[config.mk]
export PLATFORM = sky130hd
export DESIGN_NAME = shared_counters_host
export DESIGN_NICKNAME = d
export VERILOG_FILES = /design/src/rtl/shared_counters_pkg.sv /design/src/rtl/shared_counters_host_counter_read_assembler.sv /design/src/rtl/shared_counters_host.sv
export SDC_FILE = /design/constraint.sdc
export NUM_CORES = 1
export LEC_CHECK = 0
export ABC_CLOCK_PERIOD_IN_PS = 3800
export CORE_AREA = 2 2 151 153
export DETAILED_ROUTE_END_ITERATION = 16
export DIE_AREA = 0 0 153 155
export GPL_ROUTABILITY_DRIVEN = 1
export PLACE_DENSITY = 0.8
export SYNTH_ARGS = -nofsm -noshare
export SYNTH_HDL_FRONTEND = slang
export SYNTH_HIERARCHICAL = 1
export SYNTH_SLANG_ARGS = --single-unit
[constraint.sdc]
create_clock -name clk -period 3.8 [get_ports clk]
set_input_delay 0.76 -clock clk [delete_from_list [all_inputs] [get_ports clk]]
set_output_delay 0.76 -clock clk [all_outputs]
set_load 0.01 [all_outputs]
[src/rtl/shared_counters_pkg.sv]
// Shared encodings for the counter-bank host: bank commands, host ops, host FSM states.
package shared_counters_pkg;

    typedef enum logic [2:0] {
        CMD_IDLE    = 3'd0,
        CMD_INC     = 3'd1,
        CMD_NEW     = 3'd2,
        CMD_DEALLOC = 3'd3,
        CMD_LOAD    = 3'd4,
        CMD_READ    = 3'd5
    } bank_cmd_e;

    typedef enum logic [2:0] {
        OP_ALLOC   = 3'd0,
        OP_INC     = 3'd1,
        OP_DEALLOC = 3'd2,
        OP_LOAD    = 3'd3,
        OP_READ    = 3'd4
    } host_op_e;

    typedef enum logic [2:0] {
        ST_IDLE   = 3'd0,
        ST_EXEC   = 3'd1,
        ST_LD_GAP = 3'd2,
        ST_READ   = 3'd3,
        ST_RESP   = 3'd4
    } host_state_e;

endpackage

[src/rtl/shared_counters_host_counter_read_assembler.sv]
// Collects the bank's serial G-bit read stream into one W-bit word and flags the final beat.
module counter_read_assembler #(
    parameter int unsigned N = 10,
    parameter int unsigned G = 4,
    parameter int unsigned W = 64
) (
    input  logic                   i_clk,
    input  logic                   i_rst_n,
    input  logic                   i_start,
    input  logic                   i_sample,
    input  logic [$clog2(N)-1:0]   i_id,
    input  logic [G-1:0]           i_rd_data,
    input  logic                   i_rd_valid,
    input  logic                   i_rd_last,
    output logic [$clog2(N):0]     o_beats,
    output logic [$clog2(N):0]     o_beats_nxt_c,
    output logic [W-1:0]           o_acc_nxt_c,
    output logic                   o_final_c,
    output logic                   o_abort_c
);

    localparam int unsigned SZW  = $clog2(N) + 1;
    localparam int unsigned BMAX = W / G;

    logic [SZW-1:0] r_beat;
    logic [W-1:0]   r_acc;
    logic [31:0]    w_remain;
    logic [31:0]    w_limit;
    logic [31:0]    w_beat_inc;
    logic           w_top;
    logic           w_take;

    // Beats available from this id, capped by what fits in the word.
    assign w_remain   = 32'(N) - 32'(i_id);
    assign w_limit    = (w_remain < 32'(BMAX)) ? w_remain : 32'(BMAX);
    assign w_beat_inc = 32'(r_beat) + 32'd1;
    // The bank leaves rd_last stale at the last physical subcounter.
    assign w_top      = (32'(i_id) + 32'(r_beat)) == 32'(N - 1);
    assign w_take     = i_sample && i_rd_valid;

    assign o_beats       = r_beat;
    assign o_beats_nxt_c = r_beat + SZW'(1);
    assign o_acc_nxt_c   = r_acc | (W'(i_rd_data) << (32'(r_beat) * G));
    assign o_final_c     = w_take && ((i_rd_last && !w_top) || (w_beat_inc == w_limit));
    assign o_abort_c     = i_sample && !i_rd_valid;

    // Beat counter and accumulator; cleared at command issue, advanced per valid beat.
    always_ff @(posedge i_clk or negedge i_rst_n) begin
        if (!i_rst_n) begin
            r_beat <= '0;
            r_acc  <= '0;
        end else if (i_start) begin
            r_beat <= '0;
            r_acc  <= '0;
        end else if (w_take) begin
            r_beat <= o_beats_nxt_c;
            r_acc  <= o_acc_nxt_c;
        end
    end

endmodule

[src/rtl/shared_counters_host.sv]
// Host command sequencer for the shared counter bank: one request in, bank command sequence out, one response back.
module shared_counters_host
    import shared_counters_pkg::*;
#(
    parameter int unsigned N = 10,
    parameter int unsigned G = 4,
    parameter int unsigned W = 64
) (
    input  logic                   clk,
    input  logic                   rst,
    input  logic                   req_valid,
    output logic                   req_ready,
    input  logic [2:0]             req_op,
    input  logic [$clog2(N)-1:0]   req_id,
    input  logic [$clog2(N):0]     req_size,
    input  logic [W-1:0]           req_data,
    output logic                   rsp_valid,
    input  logic                   rsp_ready,
    output logic                   rsp_ok,
    output logic [$clog2(N):0]     rsp_id,
    output logic [W-1:0]           rsp_data,
    output logic [$clog2(N):0]     rsp_beats,
    output logic [2:0]             cmd_out,
    output logic [$clog2(N)-1:0]   cmd_id,
    output logic [31:0]            cmd_size,
    output logic [W-1:0]           ld_data,
    output logic                   ld_valid,
    input  logic [$clog2(N):0]     alloc_id,
    input  logic                   alloc_valid,
    input  logic [G-1:0]           rd_data,
    input  logic                   rd_valid,
    input  logic                   rd_last
);

    localparam int unsigned IDW = $clog2(N);
    localparam int unsigned SZW = IDW + 1;

    host_state_e      r_state;
    logic [2:0]       r_op;
    logic [IDW-1:0]   r_id;
    logic             r_req_ready;
    logic             r_rsp_valid;
    logic             r_rsp_ok;
    logic [SZW-1:0]   r_rsp_id;
    logic [W-1:0]     r_rsp_data;
    logic [SZW-1:0]   r_rsp_beats;
    bank_cmd_e        r_cmd;
    logic [IDW-1:0]   r_cmd_id;
    logic [31:0]      r_cmd_size;
    logic [W-1:0]     r_ld_data;
    logic             r_ld_valid;

    logic             w_hs;
    logic             w_req_ok;
    logic             w_in_read;
    logic [SZW-1:0]   w_beats;
    logic [SZW-1:0]   w_beats_nxt;
    logic [W-1:0]     w_acc_nxt;
    logic             w_final;
    logic             w_abort;

    assign w_hs      = req_valid && r_req_ready;
    assign w_in_read = (r_state == ST_READ);

    counter_read_assembler #(
        .N (N),
        .G (G),
        .W (W)
    ) u_asm (
        .i_clk         (clk),
        .i_rst_n       (rst),
        .i_start       (r_state == ST_EXEC),
        .i_sample      (w_in_read),
        .i_id          (r_id),
        .i_rd_data     (rd_data),
        .i_rd_valid    (rd_valid),
        .i_rd_last     (rd_last),
        .o_beats       (w_beats),
        .o_beats_nxt_c (w_beats_nxt),
        .o_acc_nxt_c   (w_acc_nxt),
        .o_final_c     (w_final),
        .o_abort_c     (w_abort)
    );

    // Request legality: id in range, ALLOC size 1..N, known op.
    always_comb begin
        w_req_ok = 1'b1;
        if (32'(req_id) >= N) begin
            w_req_ok = 1'b0;
        end
        case (req_op)
            OP_ALLOC: begin
                if ((req_size == '0) || (32'(req_size) > N)) begin
                    w_req_ok = 1'b0;
                end
            end
            OP_INC, OP_DEALLOC, OP_LOAD, OP_READ: ;
            default: w_req_ok = 1'b0;
        endcase
    end

    // Read command drops to idle in the final/aborting beat so the bank never walks past the counter.
    always_comb begin
        cmd_out = 3'(r_cmd);
        if (w_in_read && (w_final || w_abort)) begin
            cmd_out = 3'(CMD_IDLE);
        end
    end

    // Host FSM with registered bank-side and response-side outputs.
    always_ff @(posedge clk or negedge rst) begin
        if (!rst) begin
            r_state     <= ST_IDLE;
            r_op        <= '0;
            r_id        <= '0;
            r_req_ready <= 1'b0;
            r_rsp_valid <= 1'b0;
            r_rsp_ok    <= 1'b0;
            r_rsp_id    <= '0;
            r_rsp_data  <= '0;
            r_rsp_beats <= '0;
            r_cmd       <= CMD_IDLE;
            r_cmd_id    <= '0;
            r_cmd_size  <= '0;
            r_ld_data   <= '0;
            r_ld_valid  <= 1'b0;
        end else begin
            case (r_state)
                ST_IDLE: begin
                    if (w_hs) begin
                        r_req_ready <= 1'b0;
                        r_op        <= req_op;
                        r_id        <= req_id;
                        if (!w_req_ok) begin
                            r_state     <= ST_RESP;
                            r_rsp_valid <= 1'b1;
                            r_rsp_ok    <= 1'b0;
                            r_rsp_id    <= SZW'(req_id);
                            r_rsp_data  <= '0;
                            r_rsp_beats <= '0;
                        end else begin
                            r_state    <= ST_EXEC;
                            r_cmd_id   <= req_id;
                            r_cmd_size <= '0;
                            case (req_op)
                                OP_ALLOC: begin
                                    r_cmd      <= CMD_NEW;
                                    r_cmd_size <= 32'(req_size);
                                end
                                OP_INC:     r_cmd <= CMD_INC;
                                OP_DEALLOC: r_cmd <= CMD_DEALLOC;
                                OP_LOAD: begin
                                    r_cmd      <= CMD_LOAD;
                                    r_ld_valid <= 1'b1;
                                    r_ld_data  <= req_data;
                                end
                                default:    r_cmd <= CMD_READ;
                            endcase
                        end
                    end else begin
                        r_req_ready <= 1'b1;
                    end
                end

                ST_EXEC: begin
                    r_ld_valid  <= 1'b0;
                    r_rsp_id    <= SZW'(r_id);
                    r_rsp_data  <= '0;
                    r_rsp_beats <= '0;
                    case (r_op)
                        OP_ALLOC: begin
                            r_state     <= ST_RESP;
                            r_cmd       <= CMD_IDLE;
                            r_rsp_valid <= 1'b1;
                            r_rsp_ok    <= alloc_valid;
                            r_rsp_id    <= alloc_id;
                        end
                        OP_INC, OP_DEALLOC: begin
                            r_state     <= ST_RESP;
                            r_cmd       <= CMD_IDLE;
                            r_rsp_valid <= 1'b1;
                            r_rsp_ok    <= 1'b1;
                        end
                        OP_LOAD: begin
                            r_state <= ST_LD_GAP;
                            r_cmd   <= CMD_IDLE;
                        end
                        default: begin
                            r_state <= ST_READ;
                            r_cmd   <= CMD_READ;
                        end
                    endcase
                end

                ST_LD_GAP: begin
                    r_state     <= ST_RESP;
                    r_rsp_valid <= 1'b1;
                    r_rsp_ok    <= 1'b1;
                end

                ST_READ: begin
                    if (w_abort) begin
                        r_state     <= ST_RESP;
                        r_cmd       <= CMD_IDLE;
                        r_rsp_valid <= 1'b1;
                        r_rsp_ok    <= 1'b0;
                        r_rsp_data  <= '0;
                        r_rsp_beats <= w_beats;
                    end else if (w_final) begin
                        r_state     <= ST_RESP;
                        r_cmd       <= CMD_IDLE;
                        r_rsp_valid <= 1'b1;
                        r_rsp_ok    <= 1'b1;
                        r_rsp_data  <= w_acc_nxt;
                        r_rsp_beats <= w_beats_nxt;
                    end
                end

                ST_RESP: begin
                    if (rsp_ready) begin
                        r_state     <= ST_IDLE;
                        r_req_ready <= 1'b1;
                        r_rsp_valid <= 1'b0;
                        r_rsp_ok    <= 1'b0;
                        r_rsp_id    <= '0;
                        r_rsp_data  <= '0;
                        r_rsp_beats <= '0;
                    end
                end

                default: begin
                    r_state     <= ST_IDLE;
                    r_cmd       <= CMD_IDLE;
                    r_req_ready <= 1'b1;
                end
            endcase
        end
    end

    assign req_ready = r_req_ready;
    assign rsp_valid = r_rsp_valid;
    assign rsp_ok    = r_rsp_ok;
    assign rsp_id    = r_rsp_id;
    assign rsp_data  = r_rsp_data;
    assign rsp_beats = r_rsp_beats;
    assign cmd_id    = r_cmd_id;
    assign cmd_size  = r_cmd_size;
    assign ld_data   = r_ld_data;
    assign ld_valid  = r_ld_valid;

endmodule

==> results of run 1 <==
power breakdown:
part / total, uW / internal [uW] / switching (uW)
Combinational: 2650 / 1240 / 1410
Sequential: 3160 / 2880 / 280
Clock: 2350 / 1370 / 977
Total: 8150 / 5490 / 2660
state kept, by name, summed over array words and instances, names as in the netlist:
name / flops
rsp_ok: 1
r_state: 3
r_cmd: 3
r_op: 3
req_ready: 1
r_id: 4
rsp_data: 64
rsp_id: 5
cmd_id: 4
ld_valid: 1
u_asm/r_acc: 64
ld_data: 64
u_asm/o_beats: 5
cmd_size: 5
rsp_beats: 5
rsp_valid: 1
per-stage QoR:
stage	cell area, sq um	util	hold WS, ns	TNS (ns)
2_1_floorplan	11000	-	0.455	0
3_3_place_gp	13400	0.604	0.466	0
3_5_place_dp	13400	0.604	0.475	0
4_1_cts	14200	0.640	0.271	0
5_1_grt	14200	0.640	0.303	-0.0164
6_report	14200	0.640	0.241	0
cells by family (layout without fill, tap and decap cells):
kind of cell | Yosys count | in the layout | synth area share
adders and majority gates | 7 | 7 | 0.00874
xor gates and xnor gates | 13 | 13 | 0.0112
AOI/OAI and AO/OA | 321 | 321 | 0.175
other | 1 | 27 | 0.000345
muxes | 93 | 93 | 0.0950
buffers and inverters | 102 | 327 | 0.0596
and+or+nand+nor | 266 | 266 | 0.114
DFF | 233 | 233 | 0.536
critical path, cell delays in order (launching register included):
cell and delay, ns:
dfrtp_2 0.45, ha_1 0.24, fa_1 0.41, xor2_1 0.16, o22ai_1 0.13, nand3_1 0.12
a21oi_2 0.14, o22ai_2 0.09, nor2_2 0.16, nor2_1 0.11, nor2b_1 0.11, dlygate4sd2_1 0.27
layout by cell type, fill, tap and decap left out, types with 7 or more instances in the layout:
cell type,netlist,final
a21o_1,31,31
a21oi_1,56,55
a31oi_1,20,20
buf_4,33,25
clkbuf_16,0,25
clkdlybuf4s50_1,0,241
conb_1,1,27
dfrtp_1,233,232
inv_1,9,8
mux2_1,10,10
mux2_2,72,72
mux2i_1,11,11
nand2_1,106,106
nand3_1,8,8
nor2_1,92,90
nor2b_1,9,9
nor3_1,7,7
o21ai_0,144,144
o21ai_1,12,12
o21bai_1,32,32
xnor2_1,8,8
what timing repair did:
item / 4_1_cts / 5_1_grt
buffers inserted: 0 / 2
resized for setup: 6 / 2
endpoints found under the setup margin: 3 / 2
pin swaps: 0 / 1
layer usage:
layer  vias to the layer above  track usage
met2                       358        0.397
met1                      4258        0.339
li1                       4023            -
met5                         -            0
met3                        80       0.0323
met4                         0       0.0899
final timing paths:
kind	start	endpoint	slack [ns]
max	r_id[0]	cmd_out[2]	0.15
min	rst	rsp_data[40]	0.24
max reg2reg	r_id[0]	rsp_beats[4]	0.54
min reg2reg	ld_data[27]	ld_data[27]	0.48
max in group asynchronous	rst	rsp_id[0]	2.69
min in group clk	ld_data[27]	ld_data[27]	0.48
area by class of cell:
class | instances | area (sq um)
Clock buffer | 35 | 713
Fill cell | 1769 | 8000
Timing Repair Buffer | 273 | 2700
Multi-Input combinational cell | 727 | 4510
Tap cell | 285 | 357
Clock inverter | 10 | 83.8
Sequential cell | 233 | 5830
Inverter | 9 | 33.8
==> impl_metrics.py, run 1 <==
metrics = {
    "run_status": {
        "status": "completed",
    },
    "setup_path": {
        "cp-start-kind": "flop",
        "end_kind": "primary output",
        "crit_required_ns": 3.04,
        "crit_fanout": 7,
        "r2r_cells": 13,
        "path_class": "reg2out",
        "cp_data_arrival_time_ns": 2.89,
    },
    "floorplan": {
        "die_area_sq_mm": 0.0237,
        "die_y_microns": 155,
        "num_rows": 55,
        "start_util": 0.490,
        "io-pin-count": 273,
        "design.core.area_sq_mm": 0.0222,
        "die_w_microns": 153,
    },
    "final_layout": {
        "nets": 1368,
        "syn2layout_area_growth_pct": 30.8,
        "fin_cells": 1572,
        "drive_gt1_frac": 0.135,
        "diodes": 0,
    },
    "global_routing": {
        "overflow": 0,
        "grt_pass1_vias": 8578,
        "grt_pass1_wl_microns": 47100,
        "grt_max_degree": 87,
        "grt_use_total": 0.244,
        "antenna_found_initial": 0,
    },
    "detailed_routing": {
        "drtIter0Drc": 747,
        "wl_microns": 29300,
        "viasPerCell": 5.55,
        "vias": 8719,
        "wl_met3_microns": 1870,
        "wire_per_inst_microns": 18.7,
        "ant_nets": 0,
        "top_layer": "met4",
        "firstDrtPassIters": 5,
        "drc": 0,
        "met2_length_microns": 14000,
        "wl_met1_microns": 12400,
    },
    "logic_synthesis": {
        "synth_ff_type": "dfrtp_1",
        "synth-seq-cells": 233,
        "synth-edff-count": 0,
        "yosysWarningCount": 6,
        "ys_top_cells_by_count": "dfrtp_1, o21ai_0, nand2_1",
        "seq_area_frac_synth": 0.536,
        "synth.top_cells.by_area": "dfrtp_1, mux2_2, o21ai_0, nand2_1, nor2_1",
        "syn_avg_cell_area_sq_um": 10.5,
        "yosysMostFrequentCell": "dfrtp_1",
        "syn_inst": 1036,
        "netlist.area_leader.share": 0.536,
        "yosys.area.top_type": "dfrtp_1",
        "async_flop_share": 1.00,
        "yosys.cell_types.count": 70,
        "syn_area_sq_mm": 0.0109,
    },
    "sta": {
        "tightest_slew_ns": 0.843,
        "setup_ws_ns": 0.148,
        "hold_viol": 0,
        "fin_crit_sh": 0.961,
        "fmax_mhz": 274,
        "drv_slew": 0,
        "setup_violations": 0,
        "slew_headroom": 0.434,
        "fin_crit_ns": 3.65,
        "skew_ns": 0.00972,
    },
    "clocking": {
        "h-tree-depth": 1,
        "holdBufCountCts": 0,
        "cts.root.buffer_cell": "clkbuf_16",
        "numCtsBuffers": 25,
        "clkSlewWorstSetupHoldPaths_ns": 0.05,
        "cts_tree": "done",
        "clock_latency_ns": 0.52,
        "clock-sinks": 233,
        "clock_path_buffers": 3,
    },
    "job": {
        "maxCapViolations": 0,
    },
    "power": {
        "ir_worst_vdd_mv": 0.567,
        "power_uw": 8150,
        "pwr_density_cell_mw_per_mm2": 573,
        "p_leak_uw": 0.00654,
    },
    "place": {
        "portBuffers": 245,
        "place_congestion": 0.843,
        "dp_hpwl_microns": 20400,
        "placed_cells": 1525,
        "place_ws_ns": 0.237,
    },
    "worst_hold_path": {
        "hp-class": "in2async",
    },
}
No activity file was read; power rests on OpenSTA's default activity.
==> run 2, diff against run 1 <==
--- a/config.mk
+++ b/config.mk
@@ -11,6 +11,7 @@
 export DIE_AREA = 0 0 153 155
 export GPL_ROUTABILITY_DRIVEN = 1
 export PLACE_DENSITY = 0.8
+export SLEW_MARGIN = 20
 export SYNTH_ARGS = -nofsm -noshare
 export SYNTH_HDL_FRONTEND = slang
 export SYNTH_HIERARCHICAL = 1
==> results of run 2 <==
Same layout as run 1: the final DEF is identical, and so are final timing and power.
